`src/rtl/fdiv_pkg.sv`:
```
// fdiv_sched shared types and constants.
// Scheduler states and IEEE 754 single-precision classification helpers.
package fdiv_pkg;

  typedef enum logic [1:0] {
    IDLE,
    WAIT,
    CAPT
  } fdiv_state_e;

  localparam logic [7:0]  FP_EXP_ONES = 8'hFF;
  localparam logic [31:0] FP_QNAN     = 32'h7FC00000;

  function automatic logic fp_is_nan(input logic [31:0] x);
    return (x[30:23] == FP_EXP_ONES) && (x[22:0] != '0);
  endfunction

  function automatic logic fp_is_inf(input logic [31:0] x);
    return (x[30:23] == FP_EXP_ONES) && (x[22:0] == '0);
  endfunction

endpackage

```
`src/rtl/fdiv_sched_rr_arbiter.sv`:
```
// Combinational round-robin arbiter.
// Grants the first request at or after ptr, wrapping modulo N.
module rr_arbiter #(
  parameter int N  = 4,
  parameter int IW = $clog2(N)
) (
  input  logic [N-1:0]  req,
  input  logic [IW-1:0] ptr,
  input  logic          en,
  output logic [N-1:0]  gnt,
  output logic [IW-1:0] idx
);

  logic [IW:0] j;
  logic        found;

  always_comb begin
    gnt   = '0;
    idx   = '0;
    found = 1'b0;
    j     = '0;
    for (int k = 0; k < N; k++) begin
      j = {1'b0, ptr} + (IW+1)'(k);
      if (j >= (IW+1)'(N)) j = j - (IW+1)'(N);
      if (en && !found && req[j[IW-1:0]]) begin
        gnt[j[IW-1:0]] = 1'b1;
        idx            = j[IW-1:0];
        found          = 1'b1;
      end
    end
  end

endmodule

```
`src/rtl/fdiv_sched.sv`:
```
// Round-robin scheduler sharing one FP divider among N_REQ requesters.
// Operands are held stable until the registered quotient is captured.
module fdiv_sched
  import fdiv_pkg::*;
#(
  parameter  int N_REQ   = 4,
  parameter  int W       = 32,
  parameter  int DIV_LAT = 2,
  localparam int ID_W    = $clog2(N_REQ)
) (
  input  logic               clk_i,
  input  logic               rst_ni,
  input  logic               enable_i,
  input  logic [N_REQ-1:0]   req_valid_i,
  input  logic [N_REQ*W-1:0] req_a_i,
  input  logic [N_REQ*W-1:0] req_b_i,
  output logic [N_REQ-1:0]   req_ready_o,
  output logic [W-1:0]       div_a_o,
  output logic [W-1:0]       div_b_o,
  input  logic [W-1:0]       div_result_i,
  output logic               rsp_valid_o,
  output logic [ID_W-1:0]    rsp_id_o,
  output logic [W-1:0]       rsp_result_o,
  output logic               rsp_nan_o,
  output logic               rsp_inf_o,
  output logic               busy_o
);

  localparam int CW = (DIV_LAT > 1) ? $clog2(DIV_LAT) : 1;

  fdiv_state_e     state_q, state_d;
  logic [CW-1:0]   cnt_q;
  logic [ID_W-1:0] rr_ptr_q;
  logic [ID_W-1:0] id_q;
  logic [ID_W-1:0] g_idx;
  logic [N_REQ-1:0] gnt;
  logic            grant_en;
  logic            hs;

  // Ready must stay low while reset is held, even though state reads IDLE.
  assign grant_en    = enable_i && rst_ni && (state_q != WAIT);
  assign req_ready_o = gnt;
  assign hs          = |(gnt & req_valid_i);
  assign busy_o      = (state_q != IDLE);

  rr_arbiter #(
    .N  (N_REQ),
    .IW (ID_W)
  ) u_arb (
    .req (req_valid_i),
    .ptr (rr_ptr_q),
    .en  (grant_en),
    .gnt (gnt),
    .idx (g_idx)
  );

  always_comb begin
    state_d = state_q;
    unique case (state_q)
      IDLE:    if (hs) state_d = WAIT;
      WAIT:    if (cnt_q == '0) state_d = CAPT;
      CAPT:    state_d = hs ? WAIT : IDLE;
      default: state_d = IDLE;
    endcase
  end

  always_ff @(posedge clk_i or negedge rst_ni) begin
    if (!rst_ni) state_q <= IDLE;
    else         state_q <= state_d;
  end

  always_ff @(posedge clk_i or negedge rst_ni) begin
    if (!rst_ni) begin
      div_a_o      <= '0;
      div_b_o      <= '0;
      id_q         <= '0;
      rr_ptr_q     <= '0;
      cnt_q        <= '0;
      rsp_valid_o  <= 1'b0;
      rsp_id_o     <= '0;
      rsp_result_o <= '0;
      rsp_nan_o    <= 1'b0;
      rsp_inf_o    <= 1'b0;
    end else begin
      rsp_valid_o <= (state_q == CAPT);
      if (hs) begin
        div_a_o  <= req_a_i[g_idx*W +: W];
        div_b_o  <= req_b_i[g_idx*W +: W];
        id_q     <= g_idx;
        rr_ptr_q <= (g_idx == ID_W'(N_REQ-1)) ? '0 : g_idx + 1'b1;
        cnt_q    <= CW'(DIV_LAT-1);
      end else if (state_q == WAIT && cnt_q != '0) begin
        cnt_q <= cnt_q - 1'b1;
      end
      if (state_q == CAPT) begin
        rsp_result_o <= div_result_i;
        rsp_id_o     <= id_q;
        rsp_nan_o    <= fp_is_nan(div_result_i);
        rsp_inf_o    <= fp_is_inf(div_result_i);
      end
    end
  end

endmodule

```
`config.mk`:
```
export PLATFORM = sky130hd
export DESIGN_NAME = fdiv_sched
export DESIGN_NICKNAME = d
export VERILOG_FILES = /design/src/rtl/fdiv_pkg.sv /design/src/rtl/fdiv_sched_rr_arbiter.sv /design/src/rtl/fdiv_sched.sv
export SDC_FILE = /design/constraint.sdc
export NUM_CORES = 1
export LEC_CHECK = 0
export CAP_MARGIN = 5
export CORE_AREA = 4 4 154 156
export CTS_BUF_LIST = sky130_fd_sc_hd__clkbuf_8 sky130_fd_sc_hd__clkbuf_16
export DETAILED_ROUTE_END_ITERATION = 6
export DIE_AREA = 0 0 158 160
export HOLD_SLACK_MARGIN = 0.02
export PLACE_DENSITY = 0.68
export SLEW_MARGIN = 20
export SYNTH_ARGS = -nofsm -noshare
export SYNTH_HDL_FRONTEND = slang
export SYNTH_SLANG_ARGS = --single-unit
```
`constraint.sdc`:
```
create_clock -name clk_i -period 4.1 [get_ports clk_i]
set_input_delay 0.82 -clock clk_i [delete_from_list [all_inputs] [get_ports clk_i]]
set_output_delay 0.82 -clock clk_i [all_outputs]
set_load 0.01 [all_outputs]
```
# Word-level counts from Yosys, hierarchy flattened
# Index checks and enable logic that the tools add are counted.
# W data, S select, Z words.
totals:
  regBits: 108
  in_bits: 295
  word_cells: 109
op_classes:
  n_addsub: 9
  magnitude_cmp: 12
  n_eq_ne: 7
  n_shift: 2
  n_mux: 38
  n_bitwise: 4
  n_reduce_logical: 26
ops:
  columns: ["operator", "count"]
  rows:
  - ["$shiftx A128 B8 Y32", 2]
  - ["$logic_not A23 Y1", 1]
  - ["$reduce_bool A23 Y1", 1]
  - ["$mux W2", 11]
  - ["$logic_and A1 B1 Y1", 16]
  - ["$mux W4", 4]
  - ["$mux W1", 14]
  - ["$lt A2 B3 Y1 const B", 4]
  - ["$or A4 B4 Y4", 3]
  - ["$ge A3 B3 Y1 const B", 3]
  - ["$bmux W1 S2", 4]
  - ["$demux W1 S2", 4]
  - ["$eq A8 B8 Y1 const B", 1]
  - ["$ge A2 B1 Y1 const B", 4]
  - ["$sub A2 B1 Y2 const B", 4]
  - ["$add A2 B2 Y3 const B", 2]
  - ["$pmux W2 S3", 1]
  - ["$and A4 B4 Y4", 1]
  - ["$eq A2 B2 Y1 const B", 2]
  - ["$ne A2 B2 Y1 const B", 2]
  - ["$reduce_bool A2 Y1", 2]
  - ["$reduce_or A4 Y1", 1]
  - ["$add A2 B1 Y3 const B", 1]
  - ["$ge A2 B3 Y1 const B", 1]
  - ["7 further kinds", 9]

# Longest topological paths before layout
# Gate-level depths: netlist of run 1.
logic_depth:
  word_depth: 22
  ltp_mapped: 13
  mapped_depth_nobuf: 10

# Modules after synthesis
# From an unflattened synthesis of run 1, not the netlist that was laid out.
hier_totals:
  cells_unflattened: 401
  hier_area_um2: 6251.0
modules_own_cells:
  columns: ["mod", "instances", "cells_per_inst", "area_each_um2", "seq_area_each_um2"]
  rows:
  - ["fdiv_sched", 1, 330, 5614.1, 2702.6]
  - ["rr_arbiter", 1, 71, 636.9, 0.0]

# Worst setup path after synthesis of run 1
# No wires, ideal clock.
synth_timing:
  path_type: "register to register"
  start: "register rr_ptr_q[0]"
  end: "register rr_ptr_q[1]"
  arrival_ns: 3.236
  required_ns: 3.975
  setup_slack_ns: 0.739
  path_stages_with_launch: 12
  path_buffers: 3
  period_less_slack_ns: 3.361
  cell_sequence: "dfrtp_1 -> buf_6 -> inv_1 -> ha_1 -> mux4_2 -> or4_4 -> a21oi_2 -> o32ai_2 -> buf_4 -> buf_2 -> ha_1 -> mux2_4"
synth_via:
  elab_chain_len: 20
  elab_cells_between_ends: 72
  classes_between: "add/sub: 8; order compare: 12; eq/ne: 1; mux: 32; bitwise: 4; reduce/logical: 15"
synth_lines:
  columns: ["element", "line", "source"]
  rows:
  - ["start: declaration", "fdiv_sched.sv:33", "logic [ID_W-1:0] rr_ptr_q;"]
  - ["start signal: assignment", "fdiv_sched.sv:90", "rr_ptr_q <= (g_idx == ID_W'(N_REQ-1)) ? '0 : g_idx + 1'b1;"]
  - ["$ge A2 B3 Y1 / $sub A2 B1 Y2 (equally long branches)", "fdiv_sched_rr_arbiter.sv:24", "if (j >= (IW+1)'(N)) j = j - (IW+1)'(N);"]
  - ["$mux W2", "fdiv_sched_rr_arbiter.sv:24", null]
  - ["$bmux W1 S2", "fdiv_sched_rr_arbiter.sv:25", "if (en && !found && req[j[IW-1:0]]) begin"]
  - ["$mux W1 (not written as such)", "fdiv_sched_rr_arbiter.sv:25", null]
  - ["$logic_and A1 B1 Y1", "fdiv_sched_rr_arbiter.sv:25", null]
  - ["$mux W1", "fdiv_sched_rr_arbiter.sv:25", null]
  - ["$logic_not A1 Y1", "fdiv_sched_rr_arbiter.sv:25", null]
  - ["$logic_and A1 B1 Y1 (2 in series)", "fdiv_sched_rr_arbiter.sv:25", null]
  - ["[... 2 more ...]", null, null]
  - ["$logic_and A1 B1 Y1 (2 in series)", "fdiv_sched_rr_arbiter.sv:25", null]
  - ["$mux W1", "fdiv_sched_rr_arbiter.sv:25", null]
  - ["$logic_not A1 Y1", "fdiv_sched_rr_arbiter.sv:25", null]
  - ["$logic_and A1 B1 Y1 (2 in series)", "fdiv_sched_rr_arbiter.sv:25", null]
  - ["$mux W2 (*)", "fdiv_sched_rr_arbiter.sv:25", null]
  - ["via g_idx[1]", "fdiv_sched.sv:35", "logic [ID_W-1:0] g_idx;"]
  - ["$add A2 B1 Y2 / $eq A2 B2 Y1 (equally long branches)", "fdiv_sched.sv:90", null]
  - ["$mux W2 (*)", "fdiv_sched.sv:90", null]
# The timed path passes the listed nets; every way through them passes the cells marked *. The select of a mux whose other input is x is not followed.
# A chain may end at the register's enable or synchronous reset.

# Final worst setup path of run 1
layout_timing:
  start: "input req_valid_i[0]"
  end: "output req_ready_o[0]"
layout_via:
  elab_chain_len: 16
  elab_cells_between_ends: 28
  classes_between: "mux: 15; bitwise: 3; reduce/logical: 10"
layout_lines:
  columns: ["element", "line", "source"]
  rows:
  - ["start: declaration", "fdiv_sched.sv:14", "input logic [N_REQ-1:0] req_valid_i,"]
  - ["$bmux W1 S2", "fdiv_sched_rr_arbiter.sv:25", null]
  - ["$mux W1 (not written as such)", "fdiv_sched_rr_arbiter.sv:25", null]
  - ["$logic_and A1 B1 Y1", "fdiv_sched_rr_arbiter.sv:25", null]
  - ["$mux W1", "fdiv_sched_rr_arbiter.sv:25", null]
  - ["$logic_not A1 Y1", "fdiv_sched_rr_arbiter.sv:25", null]
  - ["$logic_and A1 B1 Y1 (2 in series)", "fdiv_sched_rr_arbiter.sv:25", null]
  - ["$mux W1", "fdiv_sched_rr_arbiter.sv:25", null]
  - ["$logic_not A1 Y1", "fdiv_sched_rr_arbiter.sv:25", null]
  - ["$logic_and A1 B1 Y1 (2 in series)", "fdiv_sched_rr_arbiter.sv:25", null]
  - ["$mux W1", "fdiv_sched_rr_arbiter.sv:25", null]
  - ["$logic_not A1 Y1", "fdiv_sched_rr_arbiter.sv:25", null]
  - ["$logic_and A1 B1 Y1 (2 in series)", "fdiv_sched_rr_arbiter.sv:25", null]
  - ["$mux W4 (*)", "fdiv_sched_rr_arbiter.sv:25", null]
  - ["end: declaration", "fdiv_sched.sv:17", "output logic [N_REQ-1:0] req_ready_o,"]
# Every way passes the cells marked *; elsewhere a longest branch is shown, timed or not. The select of a mux whose other input is x is not followed.

==> results.md, run 1 <==
* Worst Setup Path Type: primary input to primary output
* Post-synthesis to final-layout area growth at 69.85%
* Worst setup slack before clock tree synthesis at 0.04933 ns
* Total nets after synthesis at around 930
* Worst skew pair latency at approximately 0.35 ns
* Chip Height at ~160 um
* Antenna violations before repair at 1
* Clock sink count at ~110
* Endpoint of the lowest-slack register-to-register path: div_a_o[19]$_DFFE_PN0P_
* Yosys Warn Count at 0
* Weighted congestion at the end of routability-driven global placement at 0.8782
* Total vias in the final route at 6568
* Fin area at between 10000 and 15000 um2
* Maximum Capacitance Violations at 0
* Die Span X at roughly 160 um
* Library cell used as clock root buffer: clkbuf_16
* Flip-flop and latch count after synthesis at 108
* Worst Hold Path EP: state_q[1]$_DFFE_PN0P_
* Sequential Power Share at between 20% and 30%
* Number of global-route vias before repair at ~6700
* Layout Cells excl Fill at approximately 1300
* Placeable core region at about 22000 um2
* Worst Max-Slew Pin Slew at just over 0.9 ns
* Half-perimeter wire length after detailed placement at a little over 20000 um
* Final worst-path setup slack at ~0.43 ns
* Post CTS Setup Buffer Count at 0
* Fraction of power consumed by combinational cells at between 60% and 70%
* Total congestion overflow after global routing at 0
* HP Start: cnt_q$_DFFE_PN0P_
* Part of the Yosys area used for sequential elements at 39.21%
* Worst slew margin relative to its limit at around 38%
* Post-synthesis instance area at just under 7000 um2
* R2R depth at 11
* Final Net Count at around 1300
* Total of buffers placed on input and output ports at 400
* Switching Fraction at between 30 and 40%
* Switching power of the nets at roughly 2700 uW
* Clock share of power at 13.3%
* Post-synthesis async set-or-reset flop share at 100.0%
* Launch instance of the worst register-to-register path: rr_ptr_q[1]$_DFFE_PN0P_
* DRT antenna net count at 0
* Worst hold path depth at 1
* Worst clock skew at roughly 0.010 ns
* Count of antenna diodes in the layout at 0
* Data required, critical path at about 3.3 ns
* Average vias per placed instance at between 5 and 6
* Cell internal power dissipation at roughly 4300 uW
* Clock H-tree levels at 3
* Worst Setup End Kind: primary output
* Post-Synthesis Cells at ~620
* Initial cell density of the core at 30.82%
* Most frequently used flop master after synthesis: dfrtp_1
* Total Routed Length at between 20000 and 30000 um
* Layout cell share with drive strength beyond 1 at 17.43%
* Cell count after placement at between 1000 and 1500
* Power Density at just under 600 nW/um2
* Fill cell instance count of the final layout at between 2000 and 2500
* Critical path data arrival time at between 2 and 3 ns
* Full die area at 25280 um2
* Drt pass-1 iters at 5
* Count of final max-slew check failures at 0
* Unrepaired setup endpoints after global routing: no
* Mean Syn Cell Area at ~11 um2
* Highest ir drop seen on vdd at around 0.24 mV
* Number of cell rows at 55
* Type of the most critical hold path: flop to flop
* Initial DRC count at 204
* Critical-path maximum fanout at 9
* Final clock period utilization by the worst path at about nine tenths
* Total negative slack at 0 ns
* Count of flip-flops with a built-in enable after synthesis at 0
* Final Setup Violations at 0
* Outcome: complete, no violations
* DRC violations left at 0
* Register-to-Register Setup Slack at slightly above 0.8 ns
* Pin count of the biggest net entering global routing at 73
* Post-route core utilization at a little over half
* Leakage power summed over all cells at between 0.005 and 0.006 uW
* Post-DP Area at between 10000 and 15000 um2
* Library cells used by synthesis at 47
* Final Hold Fails at 0
* Wirelength per Cell at roughly 19 um
* Global-route wire length before repair at around 38000 um
* Clock edge transition at the registers on the reported setup and hold paths at approximately 0.070 ns
* Clock tree from TritonCTS: yes
* Maximum buffer depth of the clock tree at 2
* Global Route Usage Sum at 19.11%
* I/O pin total at 401
* Type of element launching the critical path: primary input
* Tmin final at roughly 3.7 ns
* CTS Buf Count at 9
* Maximum clock frequency at 272.2 MHz
==> per-stage QoR <==
stage,hold WS (ns),power [uW]
after floorplan,0.4249,4090
after global routing,0.4785,7355
after CTS,0.4622,6988
after detailed placement,0.4507,6021
final,0.4622,6915
after global placement,0.4394,5992
==> power by group through the flow <==
stage	registers, uW	clock network (uW)	logic, uW
2_1_floorplan	2050	0	2040
3_3_place_gp	1810	0	4180
3_5_place_dp	1830	0	4190
4_1_cts	1810	961	4210
5_1_grt	1870	1000	4480
6_report	1810	919	4180
==> synthesized netlist by cell type, types with 2 or more instances <==
master	n	share of area [%]
a211oi_1	5	0.54
a21o_1	65	7.1
a21oi_1	69	5.0
a221oi_2	64	14
and3_1	3	0.27
buf_2	14	1.0
buf_4	6	0.65
buf_6	14	2.3
clkbuf_1	21	1.1
clkbuf_4	2	0.22
dfrtp_1	108	39
ha_1	9	1.6
inv_1	7	0.38
mux2_2	34	5.6
mux2_4	2	0.44
mux2i_1	67	9.7
mux4_2	4	1.3
nand2_1	79	4.3
nand2b_1	4	0.36
nand3b_1	4	0.44
nand4_1	3	0.27
nor2_1	4	0.22
nor2b_1	3	0.27
nor4_1	5	0.45
o21ai_0	5	0.36
o21ai_1	2	0.15
==> metal layers <==
layer | vias to the layer above | wire length, um | share of wire [%] | global-route usage (%)
met2 | 205 | 12890 | 51 | 33.11
met1 | 3190 | 10320 | 41 | 23.79
met5 | - | 11 | 0.043 | 0
li1 | 3143 | - | - | -
met3 | 28 | 1666 | 6.6 | 4.580
met4 | 2 | 466 | 1.8 | 4.886
==> layout by cell type, fill, tap and decap left out, drive strengths merged, types with 2 or more instances in the layout <==
master / Yosys / routed
buf: 34 / 45
dfrtp: 108 / 108
o21ai: 7 / 7
nor4: 6 / 6
nand4: 3 / 3
nand2b: 4 / 4
inv: 8 / 12
a21o: 65 / 65
mux4: 4 / 4
nand2: 79 / 79
dlymetal6s2s: 0 / 4
clkdlybuf4s50: 0 / 395
and3: 3 / 3
clkbuf: 23 / 9
a211oi: 5 / 5
o31ai: 2 / 2
ha: 9 / 9
nor3: 2 / 2
mux2: 36 / 36
nand3b: 4 / 4
mux2i: 67 / 67
a221oi: 64 / 64
nor2: 5 / 5
a21oi: 70 / 70
nor2b: 3 / 3
==> cells by family (layout without fill, tap and decap cells) <==
kind of cell,Yosys count,after routing,share of synthesized area (%)
AO/OA/AOI/OAI,220,220,28.54
adder cells (fa/ha/maj),9,9,1.634
buffers and inverters,65,468,5.754
flip-flops,108,108,39.21
multiplexers,107,107,17.03
AND/OR/NAND/NOR,115,115,7.842
==> how the worst max path moves through the flow <==
stage,startpoint,cells after the start,slack (ns),to
after global routing,req_valid_i[0],8,0.33,req_ready_o[0]
after global placement,req_valid_i[0],7,0.03,req_ready_o[0]
after floorplan,rr_ptr_q[0]$_DFFE_PN0P_,11,0.74,rr_ptr_q[1]$_DFFE_PN0P_
after CTS,req_valid_i[0],7,0.03,req_ready_o[0]
after detailed placement,req_valid_i[0],7,0.05,req_ready_o[0]
final,req_valid_i[0],8,0.43,req_ready_o[0]
==> flip-flops by register name, summed over array words and instances (netlist names) <==
name,count
cnt_q,1
rsp_nan_o,1
rsp_result_o,32
div_a_o,32
rr_ptr_q,2
div_b_o,32
state_q,2
id_q,2
rsp_inf_o,1
rsp_id_o,2
rsp_valid_o,1
==> critical path, stage by stage <==
cell,delay (ns)
clkdlybuf4s50_1,0.47
mux4_2,0.51
buf_4,0.19
nor4_4,0.33
and2_4,0.22
a22oi_1,0.06
nand2_1,0.08
dlymetal6s2s_1,0.17
==> final cells by class <==
cell class | count | area, um2 | area share [%]
clock inverters | 7 | 91.34 | 0.7802
well taps | 285 | 356.6 | 3.046
repair buffers | 444 | 4467 | 38.15
flip-flops and latches | 108 | 2703 | 23.08
inverters | 8 | 30.03 | 0.2565
multi-input cells | 451 | 3835 | 32.76
clock buffers | 9 | 225.2 | 1.924
==> timing repair <==
action | CTS | global route
hold buffers | 0 | 0
endpoints found under the setup margin | 0 | 4
gates resized for setup | 0 | 9
Note: power is estimated with default switching activity, not from simulation.
==> inputs of run 2 (changes only) <==
--- a/config.mk
+++ b/config.mk
@@ -11,7 +11,7 @@
 export DETAILED_ROUTE_END_ITERATION = 6
 export DIE_AREA = 0 0 158 160
 export HOLD_SLACK_MARGIN = 0.02
-export PLACE_DENSITY = 0.68
+export PLACE_DENSITY = 0.7
 export SLEW_MARGIN = 20
 export SYNTH_ARGS = -nofsm -noshare
 export SYNTH_HDL_FRONTEND = slang
==> constraint.sdc (replaced) <==
create_clock -name clk_i -period 3.1 [get_ports clk_i]
set_input_delay 0.62 -clock clk_i [delete_from_list [all_inputs] [get_ports clk_i]]
set_output_delay 0.62 -clock clk_i [all_outputs]
set_load 0.01 [all_outputs]
==> run 2 against run 1 <==
The run now ends with negative setup slack left. Clock skew up 0.00073 ns. Sequential share of layout area down 3.3 points. Via count up 12%. First-iteration DRC count up 69%. Largest power group unchanged. Flip-flop and latch count unchanged. Wire length up 23%. Combinational power up 76%.
==> results.md, run 2 (same netlist as run 1, synthesis figures left out) <==
* Pin count of the biggest net entering global routing at 70
* Launch instance of the worst register-to-register path: rr_ptr_q[0]$_DFFE_PN0P_
* Total vias in the final route at 7334
* Leakage power summed over all cells at 0.005972 uW
* Switching Fraction at between 30% and 40%
* Highest ir drop seen on vdd at around 0.33 mV
* Kind of cell adding the most delay to the critical path: buffers and inverters
* Cell breakdown of the critical path: inv_6, ha_4, mux4_2, buf_6, nor4_4, buf_4, and2_4, buf_6, a22oi_2, nand2_1, buf_6
* Worst Max-Slew Pin Slew at 0.8597 ns
* Clock share of power at 10.2%
* Half-perimeter wire length after detailed placement at 20750 um
* Final clock period utilization by the worst path at 106.1%
* Layout Cells excl Fill at roughly 1400
* Clock tree from TritonCTS: yes
* Chip Height at ~160 um
* Initial DRC count at 345
* DRC violations left at 0
* Maximum Capacitance Violations at 0
* DRT antenna net count at 0
* Delay contributed by the slowest stage of the critical path at roughly 0.54 ns
* Final Net Count at ~1400
* HP Start: cnt_q$_DFFE_PN0P_
* Global Route Usage Sum at 19.83%
* Clock H-tree levels at 3
* Count of final max-slew check failures at 0
* Endpoint of the lowest-slack register-to-register path: div_a_o[22]$_DFFE_PN0P_
* Worst Hold Path EP: state_q[1]$_DFFE_PN0P_
* Worst slew margin relative to its limit at between 40% and 50%
* Tmin final at 3.291 ns
* PnR Total Power at 10880 uW
* Data required, critical path at ~2.5 ns
* Die Span X at 158 um
* I/O pin total at 401
* Cell internal power dissipation at slightly below 7000 uW
* Critical path data arrival time at between 2 and 3 ns
* Global-route wire length before repair at 39510 um
* Total Routed Length at around 31000 um
* Cell count after placement at 1331
* Clock edge transition at the registers on the reported setup and hold paths at approximately 0.08 ns
* R2R depth at 16
* Worst setup slack before clock tree synthesis at -0.5482 ns
* Worst hold path depth at 1
* Worst Setup Path Type: flop to primary output
* Most used cell, CP: buf_6
* Register-to-Register Setup Slack at -0.18 ns
* Maximum clock frequency at roughly 300 MHz
* Drt pass-1 iters at 5
* Post-synthesis to final-layout area growth at 97.97%
* CTS Buf Count at 9
* Wirelength per Cell at roughly 22 um
* Layout cell share with drive strength beyond 1 at between 30% and 40%
* Worst hold slack after final layout at about 0.46 ns
* Total of hold buffers inserted after clock tree synthesis at 0
* Full die area at about 25000 um2
* Antenna violations before repair at 0
* Fraction of power consumed by combinational cells at around two thirds
* Cell at the slowest stage of the critical path: mux4_2
* Maximum buffer depth of the clock tree at 2
* Initial cell density of the core at 30.82%
* Total congestion overflow after global routing at 0
* Type of the most critical hold path: flop to flop
* Clock sink count at about 110
* Number of global-route vias before repair at just over 7000
* Final worst-path setup slack at -0.1906 ns
* Sequential Power Share at 22.4%
* Biggest regs: div_a_o: 32 flops, div_b_o: 32 flops, rsp_result_o: 32 flops
* Final Hold Fails at 0
* Placeable core region at between 20000 and 25000 um2
* Violated checks: negative setup slack
* Final Setup Violations at 69
* Switching power of the nets at around 4200 uW
* Number of cell rows at between 50 and 60
* Commonest non-fill, non-tap cell in the layout: clkdlybuf4s50_1
* Commonest cells after routing, fill and taps aside: clkdlybuf4s50_1, dfrtp_1, buf_4
* Sum of buffers and inverters on the critical path at 5
* Library cell used as clock root buffer: clkbuf_16
* Count of antenna diodes in the layout at 0
* Total of buffers placed on input and output ports at 400
* Unrepaired setup endpoints after global routing: yes
* Outcome: finished, violations left
* Weighted congestion at the end of routability-driven global placement at between 0.8 and 0.9
* Worst Setup End Kind: primary output
* Worst clock skew at between 0.01 and 0.015 ns
* Average vias per placed instance at about 5.2
* Type of element launching the critical path: flop
* Critical-path maximum fanout at 4
* Power Density at around 800 nW/um2
* Worst skew pair latency at 0.36 ns
run 2: cell count changes in the layout (fill, tap and decap cells not counted), sizes merged:
cell           change
dlymetal6s2s       -4
clkinv             +2
dlygate4sd2        +4
bufinv             -1
clkbuf            +13
clkdlybuf4s50      -4
inv                -2
buf               +95
run 2: worst register-to-register path: cells and delay by family (launching register included):
kind,cells,cell delay [ns]
DFF,1,0.43
AOI/OAI and AO/OA,3,0.63
adders and majority gates,1,0.28
and+or+nand+nor,2,0.17
buffers and inverters,8,0.99
muxes,2,0.72
run 2: timing repair:
item | 4_1_cts | 5_1_grt
pin swaps | 14 | 55
setup buffers | 5 | 44
gates cloned | 0 | 21
gates resized for setup | 32 | 170
endpoints found under the setup margin | 23 | 69
run 2: through the flow:
stage	cell area, um2	setup TNS, ns	util (%)
after global routing	13650	-15.61	61.01
final	13650	-8.789	61.01
after floorplan	6938	-0.04035	-
after CTS	12020	-0.2612	53.75
after global placement	11690	-23.24	52.27
after detailed placement	11690	-24.31	52.27
run 2: worst max-delay path by stage:
stage	end	start	slack (ns)	cells past startpoint
5_1_grt	req_ready_o[0]	rr_ptr_q[0]$_DFFE_PN0P_	-0.33	11
4_1_cts	req_ready_o[0]	rr_ptr_q[0]$_DFFE_PN0P_	-0.13	11
6_report	req_ready_o[0]	rr_ptr_q[0]$_DFFE_PN0P_	-0.19	11
2_1_floorplan	rr_ptr_q[1]$_DFFE_PN0P_	rr_ptr_q[0]$_DFFE_PN0P_	-0.04	11
3_3_place_gp	req_ready_o[0]	req_valid_i[0]	-0.56	7
3_5_place_dp	req_ready_o[0]	req_valid_i[1]	-0.55	7
run 2: routing by layer:
metal	global-route usage (%)	wire length, um	up-vias
met4	6.979	774	0
met3	4.499	1987	45
met2	35.16	16080	308
met5	0	0	-
li1	-	-	3375
met1	23.32	12430	3606
run 2: power groups by stage:
stage	clock, uW	combinational, uW	sequential [uW]
final	1110	7340	2430
after global routing	1190	7750	2520
after CTS	1140	5910	2430
after global placement	0	5750	2420
after detailed placement	0	5820	2450
after floorplan	0	2750	2710
run 2: cell type report:
| type | count | area, um2 |
|---|---|---|
| inverter | 8 | 37.54 |
| tap | 285 | 356.6 |
| multi-input combinational | 451 | 4474 |
| timing repair buffer | 548 | 5801 |
| clock buffer | 9 | 225.2 |
| sequential | 108 | 2704 |
| fill | 1799 | 8720 |
| clock inverter | 6 | 47.55 |
